$ cat src/rtl/counter_step_pkg.sv
// counter_step_pkg: FSM states, step classes and candidate-step type shared by the step decoder
package counter_step_pkg;
    localparam int CAND_W = 16;
    typedef enum logic [1:0] {IDLE, ACQUIRE, LOCKED} state_t;
    typedef enum logic [1:0] {STEP_HOLD, STEP_UP, STEP_DN, STEP_JUMP} step_t;
    typedef struct packed {
        logic              dir;
        logic [CAND_W-1:0] delta;
    } cand_t;
endpackage

$ cat src/rtl/counter_step_decoder_classifier.sv
// step_classifier: classifies prev->cin as HOLD/UP/DN/JUMP with modulo delta; in prev, cin; out cls, delta
module step_classifier
    import counter_step_pkg::*;
#(
    parameter int ADDR_WIDTH = 8,
    parameter int INCR_WIDTH = 4
) (
    input  logic [ADDR_WIDTH-1:0] prev,
    input  logic [ADDR_WIDTH-1:0] cin,
    output step_t                 cls,
    output logic [INCR_WIDTH-1:0] delta
);
    logic [ADDR_WIDTH-1:0] d_up, d_dn;
    logic                  up_ok, dn_ok;
    always_comb begin
        d_up  = cin - prev;
        d_dn  = prev - cin;
        up_ok = |d_up && ~|d_up[ADDR_WIDTH-1:INCR_WIDTH];
        dn_ok = |d_dn && ~|d_dn[ADDR_WIDTH-1:INCR_WIDTH];
        delta = up_ok ? d_up[INCR_WIDTH-1:0] : d_dn[INCR_WIDTH-1:0];
        cls   = cin == prev ? STEP_HOLD : up_ok ? STEP_UP : dn_ok ? STEP_DN : STEP_JUMP;
    end
endmodule

$ cat src/rtl/counter_step_decoder.sv
// counter_step_decoder: passive monitor decoding counter motion into step, direction, stall and jump status
// in: clk, reset (async active-low), clear, cin_valid, cin
// out: incr_est, updn_est, locked, stalled, jump, jump_count
module counter_step_decoder
    import counter_step_pkg::*;
#(
    parameter int ADDR_WIDTH = 8,
    parameter int INCR_WIDTH = 4,
    parameter int LOCK_COUNT = 4,
    parameter int CNT_WIDTH  = 16
) (
    input  logic                  clk,
    input  logic                  reset,
    input  logic                  clear,
    input  logic                  cin_valid,
    input  logic [ADDR_WIDTH-1:0] cin,
    output logic [INCR_WIDTH-1:0] incr_est,
    output logic                  updn_est,
    output logic                  locked,
    output logic                  stalled,
    output logic                  jump,
    output logic [CNT_WIDTH-1:0]  jump_count
);
    localparam logic [3:0] LOCK_N = 4'(LOCK_COUNT);
    state_t                state, state_n;
    step_t                 cls;
    cand_t                 cand, cand_n, step;
    logic [ADDR_WIDTH-1:0] prev;
    logic [INCR_WIDTH-1:0] delta;
    logic [3:0]            run, run_n;
    logic                  jumped, jumped_n, match, load_est, is_jump;
    step_classifier #(.ADDR_WIDTH(ADDR_WIDTH), .INCR_WIDTH(INCR_WIDTH)) u_cls (
        .prev  (prev),
        .cin   (cin),
        .cls   (cls),
        .delta (delta)
    );
    // jumped remembers an unanswered JUMP while locked so a single preload is tolerated
    always_comb begin
        step.dir   = cls == STEP_DN;
        step.delta = CAND_W'(delta);
        match      = step == cand;
        is_jump    = state != IDLE && cls == STEP_JUMP;
        state_n    = state;
        run_n      = run;
        cand_n     = cand;
        jumped_n   = jumped;
        load_est   = 1'b0;
        case (state)
            IDLE: begin
                state_n = ACQUIRE;
                run_n   = '0;
            end
            ACQUIRE: begin
                if (cls == STEP_JUMP) run_n = '0;
                else if (cls != STEP_HOLD && !match) begin
                    cand_n = step;
                    run_n  = 4'd1;
                end else if (cls != STEP_HOLD) begin
                    run_n = run + 4'd1;
                    if (run_n == LOCK_N) begin
                        state_n  = LOCKED;
                        load_est = 1'b1;
                        jumped_n = 1'b0;
                    end
                end
            end
            LOCKED: begin
                if (cls == STEP_JUMP) begin
                    jumped_n = !jumped;
                    if (jumped) begin
                        state_n = ACQUIRE;
                        run_n   = '0;
                    end
                end else if (cls != STEP_HOLD) begin
                    jumped_n = 1'b0;
                    if (!match) begin
                        state_n = ACQUIRE;
                        cand_n  = step;
                        run_n   = 4'd1;
                    end
                end
            end
            default: state_n = IDLE;
        endcase
    end
    always_ff @(posedge clk or negedge reset) begin
        if (!reset) begin
            state      <= IDLE;
            prev       <= '0;
            cand       <= '0;
            run        <= '0;
            jumped     <= 1'b0;
            incr_est   <= '0;
            updn_est   <= 1'b0;
            stalled    <= 1'b0;
            jump       <= 1'b0;
            jump_count <= '0;
        end else begin
            jump <= 1'b0;
            if (clear) begin
                state      <= IDLE;
                run        <= '0;
                jumped     <= 1'b0;
                jump_count <= '0;
            end else if (cin_valid) begin
                state   <= state_n;
                run     <= run_n;
                cand    <= cand_n;
                jumped  <= jumped_n;
                prev    <= cin;
                stalled <= state != IDLE && cls == STEP_HOLD;
                jump    <= is_jump;
                if (is_jump && !(&jump_count)) jump_count <= jump_count + CNT_WIDTH'(1);
                if (load_est) begin
                    incr_est <= cand.delta[INCR_WIDTH-1:0];
                    updn_est <= cand.dir;
                end
            end
        end
    end
    assign locked = state == LOCKED;
endmodule
$ cat config.mk
export PLATFORM = sky130hd
export DESIGN_NAME = counter_step_decoder
export DESIGN_NICKNAME = d
export VERILOG_FILES = /design/src/rtl/counter_step_pkg.sv /design/src/rtl/counter_step_decoder_classifier.sv /design/src/rtl/counter_step_decoder.sv
export SDC_FILE = /design/constraint.sdc
export NUM_CORES = 1
export LEC_CHECK = 0
export ABC_AREA = 1
export BUFFER_PORTS_ARGS = -buffer_cell sky130_fd_sc_hd__buf_4
export CELL_PAD_IN_SITES_DETAIL_PLACEMENT = 0
export CELL_PAD_IN_SITES_GLOBAL_PLACEMENT = 1
export CORE_UTILIZATION = 45
export CTS_BUF_LIST = sky130_fd_sc_hd__clkbuf_2
export DETAILED_ROUTE_END_ITERATION = 7
export GPL_TIMING_DRIVEN = 1
export PLACE_DENSITY = 0.94
export SLEW_MARGIN = 40
export SYNTH_ARGS = -nofsm -noshare
export SYNTH_HDL_FRONTEND = slang
export SYNTH_SLANG_ARGS = --single-unit
$ cat constraint.sdc
create_clock -name clk -period 3.49 [get_ports clk]
set_input_delay 0.698 -clock clk [delete_from_list [all_inputs] [get_ports clk]]
set_output_delay 0.698 -clock clk [all_outputs]
set_load 0.01 [all_outputs]
=== Yosys cells after proc, flatten, opt, wreduce, memory -nomap -nowiden ===
Index checks and enable logic that the tools add are counted.

* Shifts and indexed selects: 0
* $add $sub $neg: 4
* Multiplexer cells: 50
* Reductions and logical operators: 32
* Equality and inequality tests: 20
* Multipliers: 0
* $lt $le $gt $ge: 0
* Div/mod/pow operators: 0
* Bitwise gates (word level): 1

{| class="wikitable"
|+ Operator list
! kind !! number
|-
| 2-to-1 mux 17 bit || 5
|-
| 2-to-1 mux 16 bit || 3
|-
| 2-to-1 mux 4 bit || 10
|-
| case mux 17 bit (2 select lines) || 1
|-
| 2-to-1 mux 2 bit || 12
|-
| equality test 17 bit || 1
|-
| adder 16 x 1 -> 16 bit, second input constant || 1
|-
| 2-to-1 mux 1 bit || 16
|-
| AND reduction 16 bit || 1
|-
| AND reduction 8 bit || 2
|-
| OR reduction 8 bit || 2
|-
| subtractor 8 bit || 2
|-
| inequality test 3 bit, second input constant || 4
|-
| case mux 4 bit (3 select lines) || 1
|-
| nonzero test 2 bit || 5
|-
| equality test 8 bit || 1
|-
| inequality test 2 bit, second input constant || 4
|-
| OR reduction 4 bit || 2
|-
| AND reduction 7 bit || 1
|-
| equality test 2 bit, second input constant || 3
|-
| logical AND 1 bit || 6
|-
| case mux 2 bit (3 select lines) || 1
|-
| AND reduction 6 bit || 1
|-
| zero test 1 bit || 5
|-
| other kinds (15) || 17
|}

* Latch bits: 0
* Memories: 0
* Register bits: 55
* Bits in read-only memories: 0
* Memory bits (writable): 0
* Logic and storage cells: 118
* Output and inout port bits: 24

=== Longest topological paths before layout ===
* Word-level depth: 16
* Mapped depth: 23

=== Cells and area by module ===
Synthesis repeated with hierarchy kept, for this count alone.

* Cells, all modules: 512
* Area, all modules: 3415.8 um^2

{| class="wikitable"
|+ By module, submodules not included
! module !! instances !! cells each !! area each (um^2) !! sequential area each (um^2)
|-
| counter_step_decoder || 1 || 337 || 2451.1 || 1076.0
|-
| step_classifier || 1 || 175 || 964.7 || 0.0
|}

=== Worst setup path before layout ===
Ideal clock, no wire load.

* Path kind: input port to flip-flop
* From: in cin[0]
* To: reg state[0]
* Library setup time: 0.117 ns
* Stages: 21
* Arrival: 2.799 ns
* Path slack: 0.575 ns
* Cell sequence: inv_1 -> ha_1 -> inv_1 -> fa_1 -> nand2_2 -> nand2_1 -> nand2_1 -> xor2_1 -> nand2_2 -> nor2_8 -> nand3_1 -> nand3_1 -> nand2_2 -> nor2_4 -> nand3_2 -> nand2_4 -> nand2_4 -> nand2_4 -> nand2_1 -> nand2_1 -> nand2_1

* Cells in the longest elaborated chain, start to end: 13

{| class="wikitable"
|+ Ends and longest elaborated chain
! item !! line !! source
|-
| start: declaration || counter_step_decoder.sv:16 || <nowiki>input logic [ADDR_WIDTH-1:0] cin,</nowiki>
|-
| subtractor 8 bit || counter_step_decoder_classifier.sv:17 || <nowiki>d_dn = prev - cin;</nowiki>
|-
| OR reduction 4 bit || counter_step_decoder_classifier.sv:19 || <nowiki>dn_ok = |d_dn && ~|d_dn[ADDR_WIDTH-1:INCR_WIDTH];</nowiki>
|-
| zero test 1 bit || counter_step_decoder_classifier.sv:19 ||
|-
| logical AND 1 bit || counter_step_decoder_classifier.sv:19 ||
|-
| 2-to-1 mux 1 bit || counter_step_decoder_classifier.sv:21 || <nowiki>cls = cin == prev ? STEP_HOLD : up_ok ? STEP_UP : dn_ok ? STEP_DN : STEP_JUMP;</nowiki>
|-
| 2-to-1 mux 2 bit (2 in a row) || counter_step_decoder_classifier.sv:21 ||
|-
| equality test 2 bit || counter_step_decoder.sv:40 || <nowiki>step.dir = cls == STEP_DN;</nowiki>
|-
| equality test 17 bit || counter_step_decoder.sv:42 || <nowiki>match = step == cand;</nowiki>
|-
| zero test 1 bit || n/a ||
|-
| logical AND 1 bit || counter_step_decoder.sv:56 || <nowiki>else if (cls != STEP_HOLD && !match) begin</nowiki>
|-
| inequality test 3 bit (no source line) || n/a ||
|-
| AND reduction 8 bit (no source line) || n/a ||
|-
| end signal: assignment || counter_step_decoder.sv:107 || <nowiki>state <= state_n;</nowiki>
|-
| end: declaration || counter_step_decoder.sv:25 || <nowiki>state_t state, state_n;</nowiki>
|}

Parallel ways exist; a longest one is shown, timed or not. The select of a mux whose other input is x is not followed.
A chain may end at the register's enable or synchronous reset.

=== Worst setup path after layout ===
* From: in cin[0]
* To: reg cand[3] (netlist bit)

* Cells in the longest elaborated chain, start to end: 13

{| class="wikitable"
|+ Ends and longest elaborated chain
! item !! line !! source
|-
| subtractor 8 bit || counter_step_decoder_classifier.sv:17 ||
|-
| OR reduction 4 bit || counter_step_decoder_classifier.sv:19 ||
|-
| zero test 1 bit || counter_step_decoder_classifier.sv:19 ||
|-
| logical AND 1 bit || counter_step_decoder_classifier.sv:19 ||
|-
| 2-to-1 mux 1 bit || counter_step_decoder_classifier.sv:21 ||
|-
| 2-to-1 mux 2 bit (2 in a row) || counter_step_decoder_classifier.sv:21 ||
|-
| equality test 2 bit || counter_step_decoder.sv:40 ||
|-
| equality test 17 bit || counter_step_decoder.sv:42 ||
|-
| zero test 1 bit || n/a ||
|-
| logical AND 1 bit || counter_step_decoder.sv:56 ||
|-
| inequality test 2 bit (no source line) || n/a ||
|-
| AND reduction 8 bit (no source line) || n/a ||
|-
| end signal: assignment || counter_step_decoder.sv:109 || <nowiki>cand <= cand_n;</nowiki>
|-
| end: declaration || counter_step_decoder.sv:27 || <nowiki>cand_t cand, cand_n, step;</nowiki>
|}

Parallel ways exist; a longest one is shown, timed or not. The select of a mux whose other input is x is not followed.

==> results by group <==
Final layout
  – Area grow syn2layout: 12.2%
  – Register area: 1080 um^2
  – Post-Layout Inst Area: 3790 um^2
  – ANT cells: 0
  – # nets final: 541
  – Final Non-Filler Cells: slightly above 600
  – Fillers: 724
  – Share of cells above drive strength 1: 0.156
  – Multi-input logic area: 1970 um^2

Critical path
  – CP startpoint: cin[0]
  – Worst setup EP type: flip-flop
  – Reg-to-reg setup timing slack: 650 ps
  – Slowest Stage Delay on Critical Path: 390 ps
  – Required time of the worst setup path: 3820 ps
  – Critical path endpoint: cand[3]
  – Worst EP arrival: around 3200 ps
  – Most common cell on crit path: nand2_1
  – Critical-path top delay cell: fa_1
  – Worst setup SP type: primary input
  – Worst Reg-to-Reg Cells: 17
  – Crit path max fanout: 9
  – Worst Path Class, Setup: in -> reg
  – Reg2Reg Launch Point: prev[0]
  – Critical R2R Capture: jump_count[11]
  – Crit-path cells: buf_4, inv_1, ha_1, inv_1, fa_1, nand2_2, nand2_1, nand2_1, xor2_1, nand2_2, nor2_8, nand2_4, nand2_1, nand3_1, nand2_1, nor2_4, nand3_2, nor2_2, nor2_4, nand2_4, nand2_1, nand2_1

Synthesis
  – Top post-synthesis cells by area: dfrtp_1 (32%), nand2_1 (14%), inv_1 (8.9%)
  – Synth Register Bits: 43
  – Seq/Total Area, Yosys: 0.319
  – Synthesized instance count: 467
  – Post-synthesis cell type with the largest combined area: dfrtp_1
  – Cell area after synthesis: 3380 um^2
  – Warnings from Yosys: 0
  – Post-synth top area share: 0.319
  – Mean Syn Cell Area: 7.23 um^2
  – Net Count, Synth: 504
  – Synth cell types: 37

Global routing
  – Initial antenna violation count: 0
  – Total track usage: 0.210
  – Vias in the first global route: 2811
  – Pin count of the biggest net entering global routing: 44
  – Total gr overflow: 0
  – First-pass GRT wire length: 13.0 mm

Clock network
  – Register clock-pin slew on the reported worst setup and hold paths: 290 ps
  – Clock buffer depth: 2
  – Post_cts resized: 0
  – CTS Root Cell: clkbuf_2
  – Post-cts hold buffer count: 0
  – H-tree Lvls: 2
  – Clock latency on the worst-skew pair: between 400 and 500 ps
  – CTS Buf Count: 5
  – CTS tree: done
  – Post-CTS setup buffer count: 0
  – Sink Count: 43

Route
  – WL/cell: between 10 and 15 um
  – DRC Markers: 0
  – DRT Pass-1 Iters: 5
  – Vias: 3014
  – DRC marker count from the first detailed-route iteration: between 100 and 150
  – Post-detailed-route count of antenna-violating nets: 0
  – DR vias/cell: 4.99
  – Post-Route WL: 7.42 mm

Timing
  – Slew Limit Headroom: 0.630
  – Peak Freq: 349 MHz
  – # setup viols final: 0
  – Setup ws final: between 600 and 700 ps
  – Final Max Tran Viols: 0
  – Setup TNS: 0 ps
  – Min Tclk post-route: between 2000 and 3000 ps
  – Final Cycle Share: 0.821
  – Setup repair after global routing missed its margin: false
  – Layout Skew: 32.7 ps
  – Worst Tran Pin Value: 555 ps
  – Fin. Hold Viols: 0

Floorplanning
  – Die Ht: roughly 90 um
  – Initial core utilization: 0.466
  – Core ar.: 7250 um^2
  – Cell Rows: 31
  – Top Ports: 36
  – Die width: slightly below 90 um
  – Die ar.: 7860 um^2

Power
  – Lkg Pwr: around 0.0020 uW
  – Power Dens Cells: about 430 nW/um^2
  – Worst VDD drop: 182 uV

Placement
  – PortBufs: 35
  – Placement Cell Area: 3740 um^2
  – Detailed Place HPWL: 5.87 mm
  – Placer Congestion: 0.840
  – Dpl ws: 158 ps
  – Placed Cells incl. Taps: 596

Job
  – # Max-Cap Violations: 0

Run status
  – Status: completed

Min path
  – Hold Crit Class: in -> async
==> sequential cells by signal (all words and copies together) (netlist names) <==
name and cells:
jump_count 16, stalled 1, incr_est 4, updn_est 1, run 4, cand 5
prev 8, jump 1, jumped 1, state 2
==> cells in the mapped netlist (all sizes together) <==
library cell / n
nor3b: 1
inv: 81
a31oi: 2
xnor2: 4
nand3: 47
o31ai: 3
ha: 23
nand2: 137
a32oi: 1
fa: 2
nand4: 14
nand3b: 4
xor2: 5
nor2: 35
buf: 2
nor3: 12
o311ai: 1
o21a: 2
a21oi: 16
o21ai: 23
dfrtp: 43
and2: 1
nor4: 4
clkbuf: 4
==> cell type report <==
| class | count | area share |
|---|---|---|
| clock buffer | 5 | 0.00661 |
| clock inverter | 3 | 0.00627 |
| inverter | 81 | 0.0803 |
| multi-input combinational | 337 | 0.519 |
| sequential | 43 | 0.284 |
| tap | 99 | 0.0327 |
| timing repair buffer | 36 | 0.0713 |
==> metrics by stage <==
step / hold slack, ps / power (uW) / utilization
floorplan: 402 / 1210 / -
global route: 199 / 1780 / 0.522
detailed placement: 466 / 1390 / 0.516
finish: 205 / 1630 / 0.522
global placement: 455 / 1380 / 0.516
CTS: 195 / 1650 / 0.522
==> routing by layer <==
metal | track usage | routed length [um] | vias to the layer above
met5 | 0 | 0 | -
met4 | 0.0381 | 37 | 0
met3 | 0.0382 | 261 | 2
met2 | 0.345 | 3470 | 58
met1 | 0.291 | 3650 | 1385
li1 | - | - | 1569
==> cell usage in the layout (no fill, tap or decap), drive strengths merged, types with 4 or more instances in the layout <==
cell type | netlist | routed
nand2 | 137 | 137
inv | 81 | 82
nand3 | 47 | 47
dfrtp | 43 | 43
buf | 2 | 36
nor2 | 35 | 35
ha | 23 | 23
o21ai | 23 | 23
a21oi | 16 | 16
nand4 | 14 | 14
nor3 | 12 | 12
xor2 | 5 | 5
clkbuf | 4 | 5
nand3b | 4 | 4
xnor2 | 4 | 4
nor4 | 4 | 4
==> worst max-delay path, delay by kind of cell <==
| family | cells | cell delay, ps |
|---|---|---|
| buffers and inverters | 3 | 240 |
| and+or+nand+nor | 16 | 1530 |
| adders and majority gates | 2 | 530 |
| xor gates and xnor gates | 1 | 170 |
==> logic make-up (layout without fill, tap and decap cells) <==
kind of cell    count (synthesis)  in the layout  share of synthesized area
buf+inv                        87            125                     0.0993
simple gates                  255            255                      0.382
fa+ha+maj                      25             25                     0.0971
compound gates                 48             48                     0.0800
xor+xnor                        9              9                     0.0233
flops                          43             43                      0.319
==> worst min-delay path by stage <==
stage            from           to  slack, ps  cells past startpoint
3_3_place_gp   jumped       jumped        460                      2
4_1_cts         reset  incr_est[2]        200                      1
5_1_grt         reset  incr_est[2]        200                      1
2_1_floorplan   reset      cand[0]        400                      0
6_report        reset      prev[6]        200                      1
3_5_place_dp   jumped       jumped        470                      2
==> report_power, final <==
part / switching (uW) / internal, uW
clock: 192 / 51.8
sequential: 43.6 / 552
combinational: 523 / 266
Note: power is estimated with default switching activity, not from simulation.
